**src/rtl/wps_recv_pkg.sv**
```systemverilog
// Shared video-receive definitions: FSM state encodings and default frame geometry.
package wps_recv_pkg;

  localparam logic [1:0] ST_IDLE       = 2'd0;
  localparam logic [1:0] ST_WAIT_VSYNC = 2'd1;
  localparam logic [1:0] ST_CAPTURE    = 2'd2;
  localparam logic [1:0] ST_DONE       = 2'd3;

  localparam int LINES_DEF        = 1080;
  localparam int PIX_PER_LINE_DEF = 80;
  localparam int LINE_CNT_W       = 11;

endpackage

```
**src/rtl/wps_recv_edge_det.sv**
```systemverilog
// Rising/falling edge detector: compares the live input against its registered copy.
module edge_det (
  input  logic clk,
  input  logic rst_n,
  input  logic sig_i,
  output logic rise_o,
  output logic fall_o
);

  logic sig_q;

  // NOTE: sequential state uses non-blocking assignments so every register samples pre-edge values.
  always_ff @(posedge clk) begin
    if (!rst_n) sig_q <= 1'b0;
    else        sig_q <= sig_i;
  end

  assign rise_o = sig_i & ~sig_q;
  assign fall_o = ~sig_i & sig_q;

endmodule

```
**src/rtl/wps_recv.sv**
```systemverilog
// Video frame receiver: skips an offset line per frame, then streams up to PIX_PER_LINE pixels
// of each data line into a ping-pong buffer for a requested number of frames.
module wps_recv
  import wps_recv_pkg::*;
#(
  parameter int DW           = 24,
  parameter int LINES        = LINES_DEF,
  parameter int PIX_PER_LINE = PIX_PER_LINE_DEF
) (
  input  logic          clk,
  input  logic          rst_n,
  input  logic          start,
  input  logic [31:0]   to_recv_frame_num_in,
  input  logic          h_sync_in,
  input  logic          v_sync_in,
  input  logic          de_in,
  input  logic [DW-1:0] pix_data_in,
  input  logic          pingpong_wr_ready_in,
  output logic          pingpong_wr_en_out,
  output logic [DW-1:0] pingpong_wr_data_out,
  output logic          frame_done_out,
  output logic [DW-1:0] left_offset_out,
  output logic          busy_out,
  output logic          done_out,
  output logic [31:0]   frame_cnt_out,
  output logic          overflow_out,
  output logic          short_frame_out
);

  localparam int                    PIX_W     = $clog2(PIX_PER_LINE + 1);
  localparam logic [LINE_CNT_W-1:0] LAST_LINE = LINE_CNT_W'(LINES + 1);
  localparam logic [PIX_W-1:0]      PIX_MAX   = PIX_W'(PIX_PER_LINE);

  logic [1:0]            state_q, state_d;
  logic [31:0]           frame_num_q, frame_cnt_q;
  logic [LINE_CNT_W-1:0] line_cnt_q;
  logic [PIX_W-1:0]      pix_cnt_q;
  logic                  active_q;
  logic                  wr_en_q, frame_done_q, done_q, overflow_q, short_q;
  logic [DW-1:0]         wr_data_q, left_offset_q;

  logic vs_rise, vs_fall, de_rise, de_fall;
  logic h_sync_unused;

  edge_det u_vs_edge (
    .clk    (clk),
    .rst_n  (rst_n),
    .sig_i  (v_sync_in),
    .rise_o (vs_rise),
    .fall_o (vs_fall)
  );

  edge_det u_de_edge (
    .clk    (clk),
    .rst_n  (rst_n),
    .sig_i  (de_in),
    .rise_o (de_rise),
    .fall_o (de_fall)
  );

  // Line timing is carried entirely by de; h_sync and the v_sync falling edge carry no extra information.
  assign h_sync_unused = h_sync_in ^ vs_fall;

  // The line/pixel index of the sample on the bus this cycle, accounting for a line starting now.
  logic [LINE_CNT_W-1:0] line_cur;
  logic [PIX_W-1:0]      pix_idx;
  logic                  in_frame, pix_ok, frame_end, last_frame, start_ok;

  assign line_cur   = de_rise ? line_cnt_q + 1'b1 : line_cnt_q;
  assign pix_idx    = de_rise ? '0 : pix_cnt_q;
  assign in_frame   = (state_q == ST_CAPTURE) && active_q;
  assign pix_ok     = in_frame && de_in && (line_cur >= LINE_CNT_W'(2)) &&
                      (line_cur <= LAST_LINE) && (pix_idx < PIX_MAX);
  assign frame_end  = in_frame && de_fall && (line_cnt_q == LAST_LINE);
  assign last_frame = (frame_cnt_q + 32'd1) == frame_num_q;
  assign start_ok   = (state_q == ST_IDLE) && start && (to_recv_frame_num_in != 32'd0);

  // NOTE: state_d takes a default before the case so no path leaves it unassigned (no latch).
  always_comb begin
    state_d = state_q;
    case (state_q)
      ST_IDLE:       if (start_ok) state_d = ST_WAIT_VSYNC;
      ST_WAIT_VSYNC: if (vs_rise)  state_d = ST_CAPTURE;
      ST_CAPTURE:    if (frame_end && last_frame) state_d = ST_DONE;
      ST_DONE:       state_d = ST_IDLE;
      default:       state_d = ST_IDLE;
    endcase
  end

  always_ff @(posedge clk) begin
    if (!rst_n) begin
      state_q       <= ST_IDLE;
      frame_num_q   <= '0;
      frame_cnt_q   <= '0;
      line_cnt_q    <= '0;
      pix_cnt_q     <= '0;
      active_q      <= 1'b0;
      wr_en_q       <= 1'b0;
      wr_data_q     <= '0;
      frame_done_q  <= 1'b0;
      done_q        <= 1'b0;
      overflow_q    <= 1'b0;
      short_q       <= 1'b0;
      left_offset_q <= '0;
    end else begin
      state_q      <= state_d;
      frame_done_q <= 1'b0;
      wr_en_q      <= pix_ok && pingpong_wr_ready_in;
      if (pix_ok && pingpong_wr_ready_in)  wr_data_q  <= pix_data_in;
      if (pix_ok && !pingpong_wr_ready_in) overflow_q <= 1'b1;

      if (start_ok) begin
        frame_num_q <= to_recv_frame_num_in;
        frame_cnt_q <= '0;
        done_q      <= 1'b0;
        overflow_q  <= 1'b0;
        short_q     <= 1'b0;
      end

      if ((state_q == ST_WAIT_VSYNC) && vs_rise) begin
        line_cnt_q <= '0;
        pix_cnt_q  <= '0;
        active_q   <= 1'b1;
      end

      if (state_q == ST_CAPTURE) begin
        if (vs_rise) begin
          // A new v_sync while a frame is still open means the previous frame was truncated.
          if (active_q) short_q <= 1'b1;
          line_cnt_q <= '0;
          pix_cnt_q  <= '0;
          active_q   <= 1'b1;
        end else if (active_q) begin
          if (de_rise) line_cnt_q <= line_cur;
          if (de_in)   pix_cnt_q  <= (pix_idx < PIX_MAX) ? pix_idx + 1'b1 : pix_idx;
          if (de_in && (line_cur == LINE_CNT_W'(1)) && (pix_idx == '0))
            left_offset_q <= pix_data_in;
          if (frame_end) begin
            frame_done_q <= 1'b1;
            frame_cnt_q  <= frame_cnt_q + 32'd1;
            active_q     <= 1'b0;
            if (last_frame) done_q <= 1'b1;
          end
        end
      end
    end
  end

  assign pingpong_wr_en_out   = wr_en_q;
  assign pingpong_wr_data_out = wr_data_q;
  assign frame_done_out       = frame_done_q;
  assign left_offset_out      = left_offset_q;
  assign busy_out             = (state_q == ST_WAIT_VSYNC) || (state_q == ST_CAPTURE);
  assign done_out             = done_q;
  assign frame_cnt_out        = frame_cnt_q;
  assign overflow_out         = overflow_q;
  assign short_frame_out      = short_q;

endmodule

```
**config.mk**
```make
export PLATFORM = sky130hd
export DESIGN_NAME = wps_recv
export DESIGN_NICKNAME = d
export VERILOG_FILES = /design/src/rtl/wps_recv_pkg.sv /design/src/rtl/wps_recv_edge_det.sv /design/src/rtl/wps_recv.sv
export SDC_FILE = /design/constraint.sdc
export NUM_CORES = 1
export LEC_CHECK = 0
export ABC_AREA = 1
export CAP_MARGIN = 20
export CORE_MARGIN = 2
export CORE_UTILIZATION = 40
export CTS_BUF_LIST = sky130_fd_sc_hd__clkbuf_16
export DETAILED_ROUTE_END_ITERATION = 10
export PLACE_DENSITY = 0.66
export SKIP_LAST_GASP = 1
export SLEW_MARGIN = 0
export SYNTH_ARGS = -nofsm -noshare
export SYNTH_HDL_FRONTEND = slang
export SYNTH_SLANG_ARGS = --single-unit
```
**constraint.sdc**
```tcl
create_clock -name clk -period 3 [get_ports clk]
set_clock_uncertainty 0.1 [all_clocks]
set_input_delay 0.45 -clock clk [delete_from_list [all_inputs] [get_ports clk]]
set_output_delay 0.45 -clock clk [all_outputs]
set_load 0.1 [all_outputs]
```
Word level (Yosys, flattened, before mapping)
Cells that the tools add are included.
{ "totals": {"ff_bits": 140, "input_bits": 63, "output_inout_bits": 86, "elab_cells": 102} }
{ "op_classes": {"addsub": 3, "magnitude_cmp": 3, "eq_ne": 9, "n_mux": 38, "bitwise_logic": 10, "n_reduce_logical": 24} }
{ "op_table": {"columns": ["op", "n"], "rows": [
  ["$mux W32", 5],
  ["$mux W11", 6],
  ["$mux W7", 7],
  ["$add A32 B1 Y32 const B", 1],
  ["$eq A32 B32 Y1", 1],
  ["$reduce_bool A32 Y1", 1],
  ["$mux W1", 16],
  ["$logic_and A1 B1 Y1", 15],
  ["$add A11 B1 Y11 const B", 1],
  ["$eq A11 B1 Y1 const B", 1],
  ["$eq A11 B11 Y1 const B", 1],
  ["$ge A11 B2 Y1 const B", 1],
  ["$le A11 B11 Y1 const B", 1],
  ["$pmux W2 S4", 1],
  ["$add A7 B1 Y7 const B", 1],
  ["$logic_not A7 Y1", 1],
  ["$lt A7 B7 Y1 const B", 1],
  ["$not A1 Y1", 7],
  ["$mux W2", 3],
  ["$ne A2 B2 Y1 const B", 3],
  ["$eq A2 B2 Y1 const B", 2],
  ["$reduce_and A4 Y1", 1],
  ["$reduce_or A4 Y1", 1],
  ["$and A1 B1 Y1", 3],
  ["6 further kinds", 6]
]} }

Depth between registers and ports, before layout
{ "logic_depth": {"depth_word": 9, "depth_mapped": 19, "depth_no_buf": 18} }

Modules after synthesis
A second synthesis with hierarchy kept.
{ "hier_totals": {"cells_unflattened": 1090, "area_unflattened_um2": 7358.3} }
{ "by_module_without_submodules": {"columns": ["mod", "instances", "cells_each", "area_each_um2", "seq_area_each_um2"], "rows": [
  ["wps_recv", 1, 1076, 7268.2, 2762.6],
  ["edge_det", 2, 7, 45.0, 20.0]
]} }

Worst setup path before layout
OpenSTA, ideal clock, no wires.
{ "synth_path": {"kind": "register -> register", "start": "register frame_cnt_q[0], in the netlist frame_cnt_out[0]", "end": "register state_q[1]", "setup_time_ns": 0.115, "t_arrival_ns": 3.062, "required_time_ns": 2.785, "setup_slack_ns": -0.277, "path_stages_with_launch": 17, "path_buffers": 0, "period_less_slack_ns": 3.277, "cell_sequence": "dfxtp_1 ha_1 nand2_1 nor2_1 nand2_1 nor2_1 nand3_1 nand3_1 nand2_1 nor2_1 nand2_1 nor2_1 nand4_1 nand2_1 nand3_1 nand2_1 nor2_1"} }
{ "synth_via": {"elab_chain_len": 5} }
{ "synth_lines": {"columns": ["item", "line", "source"], "rows": [
  ["start, declared", "wps_recv.sv:35", "logic [31:0] frame_num_q, frame_cnt_q;"],
  ["start signal, assigned", "wps_recv.sv:140", "frame_cnt_q <= frame_cnt_q + 32'd1;"],
  ["$add A32 B1 Y32", "wps_recv.sv:75", "assign last_frame = (frame_cnt_q + 32'd1) == frame_num_q;"],
  ["$eq A32 B32 Y1", "wps_recv.sv:75", null],
  ["$logic_and A1 B1 Y1", "wps_recv.sv:84", "ST_CAPTURE: if (frame_end && last_frame) state_d = ST_DONE;"],
  ["$ne A2 B2 Y1 (no source line)", null, null],
  ["$reduce_and A3 Y1 (no source line)", null, null],
  ["end signal, assigned", "wps_recv.sv:106", "state_q <= state_d;"],
  ["end, declared", "wps_recv.sv:34", "logic [1:0] state_q, state_d;"]
]} }
No other way between the ends.
A chain may end at the register's enable or synchronous reset.

Worst setup path in the final report
{ "layout_path": {"start": "input de_in", "end": "register left_offset_q[13], in the netlist left_offset_out[13]"} }
{ "layout_via": {"elab_chain_len": 6, "word_cells_on_any_way": 8, "cone_classes": "1 x eq/ne; 2 x mux; 1 x bitwise; 4 x reduce/logical"} }
{ "layout_lines": {"columns": ["item", "line", "source"], "rows": [
  ["start, declared", "wps_recv.sv:16", "input logic de_in,"],
  ["$and A1 B1 Y1", "wps_recv_edge_det.sv:18", "assign rise_o = sig_i & ~sig_q;"],
  ["$mux W11", "wps_recv.sv:69", "assign line_cur = de_rise ? line_cnt_q + 1'b1 : line_cnt_q;"],
  ["$eq A11 B1 Y1", "wps_recv.sv:136", "if (de_in && (line_cur == LINE_CNT_W'(1)) && (pix_idx == '0))"],
  ["$logic_and A1 B1 Y1", "wps_recv.sv:136", null],
  ["$logic_and A1 B1 Y1 *", "wps_recv.sv:136", null],
  ["$reduce_and A4 Y1 (no source line) *", null, null],
  ["end signal, assigned", "wps_recv.sv:137", "left_offset_q <= pix_data_in;"],
  ["end, declared", "wps_recv.sv:40", "logic [DW-1:0] wr_data_q, left_offset_q;"]
]} }
Mark *: on every way between the ends. The rest lies on a longest branch, timed or not.

==> flow_results.org <==
** Run status
- Result of the run :: finished, final reports clean

** Cells and area
- After the last flow step, the layout net total stands at 1400.
- Post-layout instance count excluding filler cells :: 1571
- Relative to the synthesized area, the layout overhead comes to 32.5%.
- After routing the design area is 9900 um^2.
- Antenna diode instance count :: 0
- For this run, the share of the core covered by cells in the final layout is 54.5%.
- Layout cells sized above 1 :: 15.4%

** Worst setup path
- Crit-path max cell delay :: 490 ps
- Bufs and invs on worst path :: 6
- Cell class contributing the biggest share of worst-path delay :: simple AND/OR/NAND/NOR gates
- Arrival time at the worst endpoint :: 3000 ps
- STA classifies the critical path endpoint as a register.
- For the worst setup path, the data required time is 3240 ps.
- The critical path goes through clkdlybuf4s50_1 > inv_2 > nor2_4 > buf_4 > nor2_1 > inv_1 > ha_1 > nand2_1 > nor4_1 > buf_4 > nand4_2 > nor3_4 > buf_12 > nor2_1 > nor3_1.
- Critical-path maximum fanout :: 19
- Startpoint types :: input pin
- The critical path in this run is classified as input pin to register.
- The slowest stage of the critical path is the sky130_fd_sc_hd__clkdlybuf4s50_1 cell.

** Global route
- Number of global-route vias before repair :: 7379
- GRT Total Usage :: 22.9%
- Number of antenna violations at the first check in global routing :: 1
- The first global-routing pass estimated 36.7 mm of wire.
- Residual overflow from global routing :: 0
- Entering global routing, the biggest net connects 45 pins.

** Detailed routing
- Routed wire length :: 22.7 mm
- # DRC :: 0
- Vias per cell :: 5.02
- Routed wire length per instance :: 14.4 um
- For this block, the via count after detailed routing is 7887.
- The first TritonRoute pass finished after 7 iterations.
- Antenna viol nets, final :: 0
- DRT iter0 DRCs :: 476

** Floorplanning
- For this configuration, the core starts out at a cell density of 41.2%.
- Core region area :: 18100 um^2
- In this run the count of I/O pins placed on the die edge is 149.
- From left edge to right edge, the die measures 141 um.
- The floorplan step set the die height to 141 um.
- After floorplanning, the core was divided into 49 placement rows.
- Die Outline Area :: 19800 um^2

** Clocking
- CTS Root Buffer Type :: sky130_fd_sc_hd__clkbuf_16
- Clock insertion delay at the later pin of the skew report :: 430 ps
- Counting the buffers created by CTS gives 17.
- CTS tree :: done
- Post-CTS timing repair inserted 0 buffers for setup.
- In this run the deepest clock path goes through 2 buffers.
- After clock tree synthesis, the clock-pin slew on the worst setup and hold paths is 60 ps.
- The clock tree synthesis step divided the H-tree into 4 levels.
- The clock net in this run drives a total of 140 sinks.

** Yosys
- Synth Warn # :: 0
- Counting every net in the synthesized netlist gives 1221.
- A synthesized cell averages 6.50 um^2.
- Summing every instance area after synthesis gives 7470 um^2.
- Counting flops and latches in the post-synthesis netlist gives 140.
- Post-synth top flop :: sky130_fd_sc_hd__dfxtp_1
- In the synthesized netlist, the number of instances is 1150.
- Share of flip-flops with an asynchronous set or reset after synthesis :: 0%
- The synthesized design contains 0 enable-type register cells.
- Sequential-to-total area share from yosys stat :: 37.5%
- The netlist uses 41 different library cells.

** Place
- The count of buffers added on input and output ports is 147.
- Global placement routability congestion :: 0.883
- Instance area at placement :: 9290 um^2
- The number of placed instances, taps included, is 1539.
- Detailed placement ended at an HPWL of 16.8 mm.

** Power and ir drop
- After layout, the design draws a total of 5390 uW.
- IR analysis of the VDD net gives a maximum drop of 0.617 mV.
- Leakage :: 0.00436 uW
- P per Cell Area :: 545 nW/um^2

** STA
- Across all hold checks on the routed design, the worst slack comes to 287 ps.
- Based on the critical path, the design can be clocked at up to 0.363 GHz.
- The final critical path takes up 91.9% of the cycle.
- In this run the tightest slew margin relative to its limit is 45.7%.
- The final hold violation count is 0.
- The number of pins exceeding their max-slew limit in the final report was 0.
- For the finished layout, the period the worst path requires is 2760 ps.
- RSZ-0062 raised after global routing :: no
- For the pin with the worst max-slew slack, the measured transition is 809 ps.
- Setup violations remaining at the end of the flow were counted as 0.

** Min path
- Type of the worst min-delay path :: input pin to register

** Flow run
- Count of maximum capacitance violations :: 0
-- cell usage after synthesis, types with 2 or more instances --
cell                       instances  share of area (%)
sky130_fd_sc_hd__buf_1             3               0.15
sky130_fd_sc_hd__buf_6             2               0.30
sky130_fd_sc_hd__nand4_2           3               0.50
sky130_fd_sc_hd__xnor3_1           2               0.60
sky130_fd_sc_hd__nor2_2           10               0.84
sky130_fd_sc_hd__nor3_1           34                2.3
sky130_fd_sc_hd__nor2_1          191                9.6
sky130_fd_sc_hd__nor4_1           34                2.8
sky130_fd_sc_hd__nand3b_1         11                1.1
sky130_fd_sc_hd__nand3_1          82                5.5
sky130_fd_sc_hd__o22ai_1          10               0.84
sky130_fd_sc_hd__xor3_1            2               0.64
sky130_fd_sc_hd__or2_2             2               0.17
sky130_fd_sc_hd__o21ai_1           2               0.13
sky130_fd_sc_hd__xor2_1           16                1.9
sky130_fd_sc_hd__inv_1           134                6.7
sky130_fd_sc_hd__a22oi_1           8               0.80
sky130_fd_sc_hd__nand4_1          10               0.84
sky130_fd_sc_hd__nand2_1         291                 15
sky130_fd_sc_hd__a21oi_1          49                3.3
sky130_fd_sc_hd__o21ai_0          49                3.3
sky130_fd_sc_hd__ha_1              8                1.3
sky130_fd_sc_hd__a32oi_1           3               0.35
sky130_fd_sc_hd__buf_2             4               0.27
sky130_fd_sc_hd__xnor2_1           2               0.23
sky130_fd_sc_hd__dfxtp_1         140                 38
sky130_fd_sc_hd__inv_2             3               0.15
sky130_fd_sc_hd__clkbuf_1         30                1.5
sky130_fd_sc_hd__buf_4             3               0.30
-- where the power goes --
group          leakage [uW]  switching (uW)  total [uW]  internal, uW
Sequential          0.00114            82.0        2070          1990
Combinational       0.00294             731        1180           450
Clock              0.000285             898        2140          1240
Total               0.00436            1710        5390          3680
-- cells in the final DEF (no fill, tap or decap), types with 2 or more instances in the layout --
cell and n:
sky130_fd_sc_hd__a32oi_1 3, sky130_fd_sc_hd__nor2_2 16, sky130_fd_sc_hd__dfxtp_1 137, sky130_fd_sc_hd__inv_6 6
sky130_fd_sc_hd__nand4_2 3, sky130_fd_sc_hd__o22ai_1 10, sky130_fd_sc_hd__clkinv_2 2, sky130_fd_sc_hd__o21ai_1 2
sky130_fd_sc_hd__a21oi_1 49, sky130_fd_sc_hd__nor4_1 34, sky130_fd_sc_hd__xor3_1 2, sky130_fd_sc_hd__clkbuf_16 17
sky130_fd_sc_hd__xnor2_1 2, sky130_fd_sc_hd__inv_2 3, sky130_fd_sc_hd__nand3_2 2, sky130_fd_sc_hd__o21ai_0 49
sky130_fd_sc_hd__nand4_1 10, sky130_fd_sc_hd__nor2_1 185, sky130_fd_sc_hd__inv_1 134, sky130_fd_sc_hd__clkinvlp_4 2
sky130_fd_sc_hd__nor3_1 34, sky130_fd_sc_hd__nand2_1 290, sky130_fd_sc_hd__bufinv_16 2, sky130_fd_sc_hd__nand3b_1 11
sky130_fd_sc_hd__xor2_1 16, sky130_fd_sc_hd__nand3_1 81, sky130_fd_sc_hd__or2_2 2, sky130_fd_sc_hd__dfxtp_2 3
sky130_fd_sc_hd__ha_1 8, sky130_fd_sc_hd__xnor3_1 2, sky130_fd_sc_hd__buf_12 4, sky130_fd_sc_hd__clkdlybuf4s50_1 60
sky130_fd_sc_hd__nand2_2 2, sky130_fd_sc_hd__a22oi_1 8, sky130_fd_sc_hd__buf_4 137
-- stage by stage --
stage / setup WS (ps) / TNS, ps
floorplan: 15.3 / 0
global placement: -133 / -1590
detailed placement: -195 / -3700
CTS: 136 / 0
global route: 5.98 / 0
finish: 243 / 0
-- registers in the layout (all words and copies together) (netlist names) --
signal                flops
active_q                  1
done_out                  1
frame_cnt_out            32
frame_done_out            1
frame_num_q              32
left_offset_out          24
line_cnt_q               11
overflow_out              1
pingpong_wr_data_out     24
pingpong_wr_en_out        1
pix_cnt_q                 7
short_frame_out           1
state_q                   2
u_de_edge.sig_q           1
u_vs_edge.sig_q           1
-- final timing paths --
check	from	cells past startpoint	slack, ps	end
worst max-delay path	de_in	15	240	left_offset_out[13]
worst min-delay path	rst_n	3	290	frame_num_q[9]
worst max register to register	frame_cnt_out[0]	16	360	state_q[1]
worst min register to register	overflow_out	2	360	overflow_out
-- routing by layer --
| metal | up-vias | part of all wire (%) | global-route usage, % |
|---|---|---|---|
| met1 | 3573 | 45 | 29.4 |
| met4 | 2 | 1.9 | 6.21 |
| met2 | 216 | 47 | 38.3 |
| met3 | 25 | 6.2 | 5.94 |
| li1 | 4071 | - | - |
| met5 | - | 0.057 | 0 |
-- cell families after synthesis --
family,after synthesis,synth area share [%]
flip-flops,140,37.5
XOR/XNOR,22,3.35
AND/OR/NAND/NOR,676,39.3
AO/OA/AOI/OAI,125,9.11
adder cells (fa/ha/maj),8,1.34
buffers and inverters,179,9.41
-- worst min-delay path, delay by kind of cell --
family,cells,cell delay (ps)
AOI/OAI and AO/OA,1,100
buffers and inverters,1,170
and+or+nand+nor,1,40
-- cell type report --
cell class,instances,area [um^2]
clock inverter,15,161
clock buffer,17,425
tap,229,287
fill,1799,8250
inverter,137,514
timing repair buffer,202,1710
sequential,140,2810
multi-input combinational,831,3990
-- what timing repair did --
| action | 4_1_cts | 5_1_grt |
|---|---|---|
| hold buffers | 0 | 0 |
| setup endpoints to repair | 0 | 3 |
| gates resized for setup | 0 | 7 |
Power figures use the tool's default switching activity.
